**src/rtl/pipe_flow_ctrl_if.sv**
```systemverilog
// pipe_flow_ctrl_if: hazard/flow controller signal bundle between pipeline (master) and controller (slave)
interface pipe_flow_ctrl_if #(
    parameter int CPU_WIDTH = 32
);
    logic                 trap_req_i;
    logic [CPU_WIDTH-1:0] trap_cause_i;
    logic [CPU_WIDTH-1:0] mem_pc_i;
    logic [CPU_WIDTH-1:0] mtvec_i;
    logic [CPU_WIDTH-1:0] mstatus_i;
    logic [CPU_WIDTH-1:0] mepc_i;
    logic                 mem_req_i;
    logic                 mem_ready_i;
    logic                 div_busy_i;
    logic                 jump_en_i;
    logic [CPU_WIDTH-1:0] jump_addr_i;
    logic                 mret_i;
    logic                 load_use_i;
    logic [1:0]           flow_pc_o;
    logic [1:0]           flow_id_o;
    logic [1:0]           flow_ex_o;
    logic [1:0]           flow_mem_o;
    logic [1:0]           flow_wb_o;
    logic                 redirect_en_o;
    logic [CPU_WIDTH-1:0] redirect_addr_o;
    logic                 csr_wr_en_o;
    logic [11:0]          csr_wr_adder_o;
    logic [CPU_WIDTH-1:0] csr_wr_data_o;
    logic                 mem_abort_o;
    logic                 trap_busy_o;

    modport master (
        output trap_req_i, trap_cause_i, mem_pc_i, mtvec_i, mstatus_i, mepc_i,
               mem_req_i, mem_ready_i, div_busy_i, jump_en_i, jump_addr_i, mret_i, load_use_i,
        input  flow_pc_o, flow_id_o, flow_ex_o, flow_mem_o, flow_wb_o, redirect_en_o,
               redirect_addr_o, csr_wr_en_o, csr_wr_adder_o, csr_wr_data_o, mem_abort_o, trap_busy_o
    );

    modport slave (
        input  trap_req_i, trap_cause_i, mem_pc_i, mtvec_i, mstatus_i, mepc_i,
               mem_req_i, mem_ready_i, div_busy_i, jump_en_i, jump_addr_i, mret_i, load_use_i,
        output flow_pc_o, flow_id_o, flow_ex_o, flow_mem_o, flow_wb_o, redirect_en_o,
               redirect_addr_o, csr_wr_en_o, csr_wr_adder_o, csr_wr_data_o, mem_abort_o, trap_busy_o
    );
endinterface

```
**src/rtl/pipe_flow_ctrl.sv**
```systemverilog
// pipe_flow_ctrl: pipeline hazard arbiter and multi-cycle trap-entry sequencer
module pipe_flow_ctrl #(
    parameter int CPU_WIDTH   = 32,
    parameter int MEM_TIMEOUT = 16
) (
    input logic clk,
    input logic rst_n,
    pipe_flow_ctrl_if.slave bus
);
    localparam logic [1:0] WORK = 2'b00, STOP = 2'b01, REFRESH = 2'b10;
    localparam logic [7:0] TMO_LAST = 8'(MEM_TIMEOUT - 1);

    typedef enum logic [2:0] {IDLE, TRAP_MEPC, TRAP_MCAUSE, TRAP_MSTATUS, TRAP_JUMP} state_t;

    state_t               state_q, state_d;
    logic [7:0]           cnt_q, cnt_d;
    logic [CPU_WIDTH-1:0] cause_q, cause_d, pc_q, pc_d, mtvec_q, mtvec_d, mstatus_q, mstatus_d;
    logic [1:0]           f_pc, f_id, f_ex, f_mem, f_wb;
    logic                 stalled, timeout;
    logic [CPU_WIDTH-1:0] mret_ms, trap_ms;

    assign stalled = bus.mem_req_i & ~bus.mem_ready_i;
    assign timeout = stalled && cnt_q == TMO_LAST;

    always_comb begin
        mret_ms     = bus.mstatus_i;
        mret_ms[3]  = bus.mstatus_i[7];
        mret_ms[7]  = 1'b1;
        trap_ms     = mstatus_q;
        trap_ms[7]  = mstatus_q[3];
        trap_ms[3]  = 1'b0;
        trap_ms[12:11] = 2'b11;
    end

    always_ff @(posedge clk or negedge rst_n) begin
        if (!rst_n) begin
            state_q   <= IDLE;
            cnt_q     <= '0;
            cause_q   <= '0;
            pc_q      <= '0;
            mtvec_q   <= '0;
            mstatus_q <= '0;
        end else begin
            state_q   <= state_d;
            cnt_q     <= cnt_d;
            cause_q   <= cause_d;
            pc_q      <= pc_d;
            mtvec_q   <= mtvec_d;
            mstatus_q <= mstatus_d;
        end
    end

    always_comb begin
        state_d   = state_q;
        cnt_d     = '0;
        cause_d   = cause_q;
        pc_d      = pc_q;
        mtvec_d   = mtvec_q;
        mstatus_d = mstatus_q;
        f_pc  = (state_q == IDLE) ? WORK : STOP;
        f_id  = (state_q == IDLE) ? WORK : REFRESH;
        f_ex  = f_id;
        f_mem = f_id;
        f_wb  = f_id;
        bus.redirect_en_o   = 1'b0;
        bus.redirect_addr_o = '0;
        bus.csr_wr_en_o     = 1'b0;
        bus.csr_wr_adder_o  = '0;
        bus.csr_wr_data_o   = '0;
        bus.mem_abort_o     = 1'b0;
        bus.trap_busy_o     = state_q != IDLE;
        case (state_q)
            IDLE: begin
                if (bus.trap_req_i || timeout) begin
                    {f_pc, f_id, f_ex, f_mem, f_wb} = {STOP, REFRESH, REFRESH, REFRESH, REFRESH};
                    bus.mem_abort_o = timeout;
                    cause_d   = bus.trap_req_i ? bus.trap_cause_i : CPU_WIDTH'(5);
                    pc_d      = bus.mem_pc_i;
                    mtvec_d   = bus.mtvec_i;
                    mstatus_d = bus.mstatus_i;
                    state_d   = TRAP_MEPC;
                end else if (stalled) begin
                    {f_pc, f_id, f_ex, f_mem, f_wb} = {STOP, STOP, STOP, STOP, REFRESH};
                    cnt_d = cnt_q + 8'd1;
                end else if (bus.div_busy_i) begin
                    {f_pc, f_id, f_ex, f_mem} = {STOP, STOP, STOP, REFRESH};
                end else if (bus.mret_i) begin
                    {f_id, f_ex} = {REFRESH, REFRESH};
                    bus.redirect_en_o   = 1'b1;
                    bus.redirect_addr_o = bus.mepc_i;
                    bus.csr_wr_en_o     = 1'b1;
                    bus.csr_wr_adder_o  = 12'h300;
                    bus.csr_wr_data_o   = mret_ms;
                end else if (bus.jump_en_i) begin
                    {f_id, f_ex} = {REFRESH, REFRESH};
                    bus.redirect_en_o   = 1'b1;
                    bus.redirect_addr_o = bus.jump_addr_i;
                end else if (bus.load_use_i) begin
                    {f_pc, f_id, f_ex} = {STOP, STOP, REFRESH};
                end
            end
            TRAP_MEPC: begin
                bus.csr_wr_en_o    = 1'b1;
                bus.csr_wr_adder_o = 12'h341;
                bus.csr_wr_data_o  = pc_q;
                state_d = TRAP_MCAUSE;
            end
            TRAP_MCAUSE: begin
                bus.csr_wr_en_o    = 1'b1;
                bus.csr_wr_adder_o = 12'h342;
                bus.csr_wr_data_o  = cause_q;
                state_d = TRAP_MSTATUS;
            end
            TRAP_MSTATUS: begin
                bus.csr_wr_en_o    = 1'b1;
                bus.csr_wr_adder_o = 12'h300;
                bus.csr_wr_data_o  = trap_ms;
                state_d = TRAP_JUMP;
            end
            TRAP_JUMP: begin
                f_pc = WORK;
                bus.redirect_en_o   = 1'b1;
                bus.redirect_addr_o = mtvec_q & ~CPU_WIDTH'(3);
                state_d = IDLE;
            end
            default: state_d = IDLE;
        endcase
        bus.flow_pc_o  = f_pc;
        bus.flow_id_o  = f_id;
        bus.flow_ex_o  = f_ex;
        bus.flow_mem_o = f_mem;
        bus.flow_wb_o  = f_wb;
    end
endmodule

```
**src/flat_wrapper.sv**
```systemverilog
// flat-port wrapper written by rule: the top's interface ports become plain ports
module pipe_flow_ctrl_flat 
#(
    parameter int CPU_WIDTH   = 32,
    parameter int MEM_TIMEOUT = 16
)
  (clk, rst_n, bus_trap_req_i, bus_trap_cause_i, bus_mem_pc_i, bus_mtvec_i, bus_mstatus_i, bus_mepc_i, bus_mem_req_i, bus_mem_ready_i, bus_div_busy_i, bus_jump_en_i, bus_jump_addr_i, bus_mret_i, bus_load_use_i, bus_flow_pc_o, bus_flow_id_o, bus_flow_ex_o, bus_flow_mem_o, bus_flow_wb_o, bus_redirect_en_o, bus_redirect_addr_o, bus_csr_wr_en_o, bus_csr_wr_adder_o, bus_csr_wr_data_o, bus_mem_abort_o, bus_trap_busy_o);
  pipe_flow_ctrl_if #(.CPU_WIDTH(CPU_WIDTH)) bus_i ();
  input logic clk;
  input logic rst_n;
  input wire logic [$bits(bus_i.trap_req_i)-1:0] bus_trap_req_i;
  input wire logic [$bits(bus_i.trap_cause_i)-1:0] bus_trap_cause_i;
  input wire logic [$bits(bus_i.mem_pc_i)-1:0] bus_mem_pc_i;
  input wire logic [$bits(bus_i.mtvec_i)-1:0] bus_mtvec_i;
  input wire logic [$bits(bus_i.mstatus_i)-1:0] bus_mstatus_i;
  input wire logic [$bits(bus_i.mepc_i)-1:0] bus_mepc_i;
  input wire logic [$bits(bus_i.mem_req_i)-1:0] bus_mem_req_i;
  input wire logic [$bits(bus_i.mem_ready_i)-1:0] bus_mem_ready_i;
  input wire logic [$bits(bus_i.div_busy_i)-1:0] bus_div_busy_i;
  input wire logic [$bits(bus_i.jump_en_i)-1:0] bus_jump_en_i;
  input wire logic [$bits(bus_i.jump_addr_i)-1:0] bus_jump_addr_i;
  input wire logic [$bits(bus_i.mret_i)-1:0] bus_mret_i;
  input wire logic [$bits(bus_i.load_use_i)-1:0] bus_load_use_i;
  output wire logic [$bits(bus_i.flow_pc_o)-1:0] bus_flow_pc_o;
  output wire logic [$bits(bus_i.flow_id_o)-1:0] bus_flow_id_o;
  output wire logic [$bits(bus_i.flow_ex_o)-1:0] bus_flow_ex_o;
  output wire logic [$bits(bus_i.flow_mem_o)-1:0] bus_flow_mem_o;
  output wire logic [$bits(bus_i.flow_wb_o)-1:0] bus_flow_wb_o;
  output wire logic [$bits(bus_i.redirect_en_o)-1:0] bus_redirect_en_o;
  output wire logic [$bits(bus_i.redirect_addr_o)-1:0] bus_redirect_addr_o;
  output wire logic [$bits(bus_i.csr_wr_en_o)-1:0] bus_csr_wr_en_o;
  output wire logic [$bits(bus_i.csr_wr_adder_o)-1:0] bus_csr_wr_adder_o;
  output wire logic [$bits(bus_i.csr_wr_data_o)-1:0] bus_csr_wr_data_o;
  output wire logic [$bits(bus_i.mem_abort_o)-1:0] bus_mem_abort_o;
  output wire logic [$bits(bus_i.trap_busy_o)-1:0] bus_trap_busy_o;
  assign bus_i.trap_req_i = bus_trap_req_i;
  assign bus_i.trap_cause_i = bus_trap_cause_i;
  assign bus_i.mem_pc_i = bus_mem_pc_i;
  assign bus_i.mtvec_i = bus_mtvec_i;
  assign bus_i.mstatus_i = bus_mstatus_i;
  assign bus_i.mepc_i = bus_mepc_i;
  assign bus_i.mem_req_i = bus_mem_req_i;
  assign bus_i.mem_ready_i = bus_mem_ready_i;
  assign bus_i.div_busy_i = bus_div_busy_i;
  assign bus_i.jump_en_i = bus_jump_en_i;
  assign bus_i.jump_addr_i = bus_jump_addr_i;
  assign bus_i.mret_i = bus_mret_i;
  assign bus_i.load_use_i = bus_load_use_i;
  assign bus_flow_pc_o = bus_i.flow_pc_o;
  assign bus_flow_id_o = bus_i.flow_id_o;
  assign bus_flow_ex_o = bus_i.flow_ex_o;
  assign bus_flow_mem_o = bus_i.flow_mem_o;
  assign bus_flow_wb_o = bus_i.flow_wb_o;
  assign bus_redirect_en_o = bus_i.redirect_en_o;
  assign bus_redirect_addr_o = bus_i.redirect_addr_o;
  assign bus_csr_wr_en_o = bus_i.csr_wr_en_o;
  assign bus_csr_wr_adder_o = bus_i.csr_wr_adder_o;
  assign bus_csr_wr_data_o = bus_i.csr_wr_data_o;
  assign bus_mem_abort_o = bus_i.mem_abort_o;
  assign bus_trap_busy_o = bus_i.trap_busy_o;
  pipe_flow_ctrl #(.CPU_WIDTH(CPU_WIDTH), .MEM_TIMEOUT(MEM_TIMEOUT)) u_core (.clk(clk), .rst_n(rst_n), .bus(bus_i));
endmodule
```
**config.mk**
```make
export PLATFORM = sky130hd
export DESIGN_NAME = pipe_flow_ctrl_flat
export DESIGN_NICKNAME = d
export VERILOG_FILES = /design/src/rtl/pipe_flow_ctrl_if.sv /design/src/rtl/pipe_flow_ctrl.sv /design/src/flat_wrapper.sv
export SDC_FILE = /design/constraint.sdc
export NUM_CORES = 1
export LEC_CHECK = 0
export BUFFER_PORTS_ARGS = -buffer_cell sky130_fd_sc_hd__buf_2
export CAP_MARGIN = 15
export CORE_AREA = 2 2 138 126
export CTS_CLUSTER_SIZE = 10
export DETAILED_ROUTE_END_ITERATION = 6
export DIE_AREA = 0 0 140 128
export PLACE_DENSITY = 0.76
export SYNTH_ARGS = -nofsm -noshare
export SYNTH_HDL_FRONTEND = slang
export SYNTH_SLANG_ARGS = --single-unit
```
**constraint.sdc**
```tcl
create_clock -name clk -period 2 [get_ports clk]
set_clock_uncertainty 0.05 [all_clocks]
set_input_delay 0.3 -clock clk [delete_from_list [all_inputs] [get_ports clk]]
set_output_delay 0.3 -clock clk [all_outputs]
set_load 0.005 [all_outputs]
```
==> summary.md <==
| Metric | Value |
|---|---|
| Comb pwr share | `0.510` |
| Drt drc | `12` |
| Avg Synthesized Cell Area | `12.3 um^2` |
| Initial antenna violation count | `0` |
| Area grow syn2layout | `51.2%` |
| Final setup viols | `roughly 190` |
| Leak Pwr | `~0.0052 uW` |
| Peak Freq | `approximately 370 MHz` |
| Clock share of power | `0.199` |
| Clk_lat worst skew | `0.42 ns` |
| Die area | `~0.018 mm^2` |
| Ports | `just under 300` |
| Async SR Flop Fraction | `1.00` |
| Vias in the first global route | `roughly 6,200` |
| GR Util All Layers | `0.254` |
| Util after Layout | `0.650` |
| H-tree depth | `4` |
| Max cap viols | `0` |
| Overflow left after global routing | `0` |
| Seq cells post-synth | `~130` |
| Die Wd | `about 140 um` |
| Clk slew on worst S/H paths | `0.07 ns` |
| Sw Ratio | `0.335` |
| DP HPWL | `14.6 mm` |
| Worst setup SP type | `flop` |
| CP arrival | `2.32 ns` |
| Clk sinks | `134` |
| Maximum VDD drop | `0.798 mV` |
| DR iter-0 viols | `374` |
| Final Power | `16,600 uW` |
| Share of cells above drive strength 1 | `0.636` |
| Avg WL per Cell | `21.1 um` |
| Status | `finished, violations left` |
| Final #Nets | `about 1,100` |
| Final period util | `1.34` |
| GPL Wtd Cong | `0.844` |
| Critical path type | `flop to primary output` |
| Final ANT Viol Nets | `0` |
| Crit. End Element | `primary output` |
| Sequential share of the synthesized area | `0.470` |
| PD cells | `1540 mW/mm^2` |
| Post-synthesis cell type count | `48` |
| Largest net degree at the start of global routing | `47` |
| DR vias | `6,293` |
| Max-slew violation count | `0` |
| Initial Utilization | `0.430` |
| CP Max Fanout | `15` |
| WP data required | `1.65 ns` |
| Ys flop type | `dfrtp_1` |
| Synthesized instance count | `between 500 and 600` |
| Warnings from Yosys | `0` |
| Die Span Y | `128 um` |
| Diodes inserted | `0` |
| Post-route setup slack | `-0.674 ns` |
| Clock Root Buffer | `clkbuf_16` |
| Core Box Area | `0.0166 mm^2` |
| WL final | `roughly 24 mm` |
| Pre-CTS WS | `-0.390 ns` |
| RSZ-0062 raised after global routing | `true` |
| Count of final hold-check violations | `0` |
| Number of buffers created by CTS | `17` |
| Failing checks | `design-rule violations, negative setup slack` |
| Minimum clock period | `2.67 ns` |
| Synth Cell Area | `0.00714 mm^2` |
| Number of synthesized flops with an enable pin | `0` |
| Setup TNS | `-78.03 ns` |
| Max Root-Sink Buffers | `2` |
| First-pass GRT wire length | `34.7 mm` |
| Cell Rows | `45` |
| Vias per cell | `5.53` |
| Drt first pass iters | `7` |
| Seq pwr share | `0.291` |
| Buffers on Ports | `279` |
| Internal | `11,100 uW` |
| Sw power | `5580 uW` |
| Hold Slack | `0.0472 ns` |
| Min-delay worst type | `primary input to flop` |
| CTS tree | `built` |
-- flip-flops by register name, summed over array words and instances (netlist names) --
name	flops
u_core.cause_q	32
u_core.cnt_q	8
u_core.mstatus_q	29
u_core.mtvec_q	30
u_core.pc_q	32
u_core.state_q	3
-- worst paths after layout --
| kind | start | to | slack, ns | cells after the start |
|---|---|---|---|---|
| max | u_core.state_q[1] | bus_csr_wr_data_o[28] | -0.67 | 7 |
| min | bus_trap_cause_i[10] | u_core.cause_q[10] | 0.05 | 2 |
| max reg2reg | u_core.cnt_q[7] | u_core.pc_q[25] | -0.45 | 9 |
| min reg2reg | u_core.cnt_q[0] | u_core.cnt_q[0] | 0.40 | 1 |
| max in group asynchronous | rst_n | u_core.mtvec_q[22] | 1.04 | 3 |
| min in group asynchronous | rst_n | u_core.mstatus_q[17] | 0.28 | 2 |
-- metrics by stage --
stage	std cells	area (um^2)
floorplan	587	7350
global placement	1060	9080
detailed placement	1060	9080
CTS	1133	10600
global route	1139	10800
finish	1139	10800
-- layer usage --
layer  routed length (um)  GRT usage
met5                    0          0
met4                  397     0.0766
met3                 1230     0.0523
met2                12200      0.423
met1                10300      0.337
-- worst max-delay path, cell delays in order (launching register included) --
cell and delay [ns]:
dfrtp_1 0.44, nor3_4 0.23, inv_2 0.06, or4_4 0.54
nor2_8 0.19, buf_12 0.18, o2bb2ai_1 0.12, buf_2 0.14
-- cell usage in the layout (no fill, tap or decap), drive strengths merged, types with 3 or more instances in the layout --
master	synthesis	layout
o31a	3	3
nand3	5	5
a22o	30	30
nor2b	3	3
buf	28	366
dfrtp	134	134
conb	1	9
nor3	5	5
bufinv	0	3
inv	5	10
or2	3	3
and3	7	7
mux2	120	120
clkinvlp	0	4
xnor2	4	4
clkbuf	33	19
o2bb2ai	28	28
a22oi	60	60
a21oi	3	3
nand2	37	37
clkinv	0	3
o21ai	32	32
nor2	15	15
-- kinds of logic (layout without fill, tap and decap cells) --
kind of cell,count (synthesis),count (layout),synth area share
DFF,134,134,0.470
muxes,120,120,0.221
adders and majority gates,1,1,0.00175
xor gates and xnor gates,6,6,0.00736
and+or+nand+nor,83,83,0.0601
AOI/OAI and AO/OA,168,168,0.176
other,1,9,0.000525
buffers and inverters,66,407,0.0636
-- what timing repair did --
action / CTS / global route
buffers inserted: 30 / 14
endpoints found under the setup margin: 160 / 194
endpoints found under the hold margin: 32 / 0
hold buffers: 1 / 0
resized for setup: 80 / 48
pin swaps: 8 / 10
cloned: 12 / 4
-- Yosys cell counts (2+ instances only) --
| cell type | count | area (um^2) |
|---|---|---|
| and2_1 | 2 | 12.5 |
| nand3_1 | 5 | 25.0 |
| buf_4 | 13 | 97.6 |
| buf_2 | 2 | 10.0 |
| o31a_1 | 3 | 26.3 |
| or2_2 | 2 | 12.5 |
| o31ai_1 | 2 | 15.0 |
| mux2_1 | 8 | 90.1 |
| nor2_1 | 14 | 52.6 |
| a21oi_1 | 3 | 15.0 |
| buf_6 | 4 | 45.0 |
| clkbuf_1 | 33 | 124 |
| a21o_1 | 2 | 15.0 |
| and3_1 | 7 | 43.8 |
| a22o_1 | 30 | 263 |
| o2bb2ai_1 | 28 | 245 |
| o21ai_0 | 32 | 160 |
| o21a_1 | 2 | 15.0 |
| buf_12 | 7 | 140 |
| xnor2_1 | 4 | 35.0 |
| mux2_4 | 60 | 901 |
| a22oi_1 | 60 | 450 |
| nand2_1 | 37 | 139 |
| xor2_1 | 2 | 17.5 |
| inv_1 | 4 | 15.0 |
| mux2_2 | 52 | 586 |
| dfrtp_1 | 134 | 3350 |
| nor3_1 | 4 | 20.0 |
| o22a_1 | 2 | 17.5 |
| nor2b_1 | 3 | 18.8 |
-- power groups by stage --
stage	logic (uW)	registers [uW]	clock network, uW
floorplan	4820	4520	0
global placement	6550	4720	0
detailed placement	6650	4770	0
CTS	8120	4770	3360
global route	8970	4960	3480
finish	8480	4840	3310
-- final cells by class --
| cell class | count | area [um^2] |
|---|---|---|
| Sequential cell | 134 | 3360 |
| Fill cell | 1237 | 5820 |
| Clock buffer | 17 | 425 |
| Multi-Input combinational cell | 387 | 3790 |
| Clock inverter | 15 | 195 |
| Tap cell | 211 | 264 |
| Timing Repair Buffer | 370 | 2740 |
| Inverter | 5 | 18.8 |
Power figures use the tool's default switching activity.
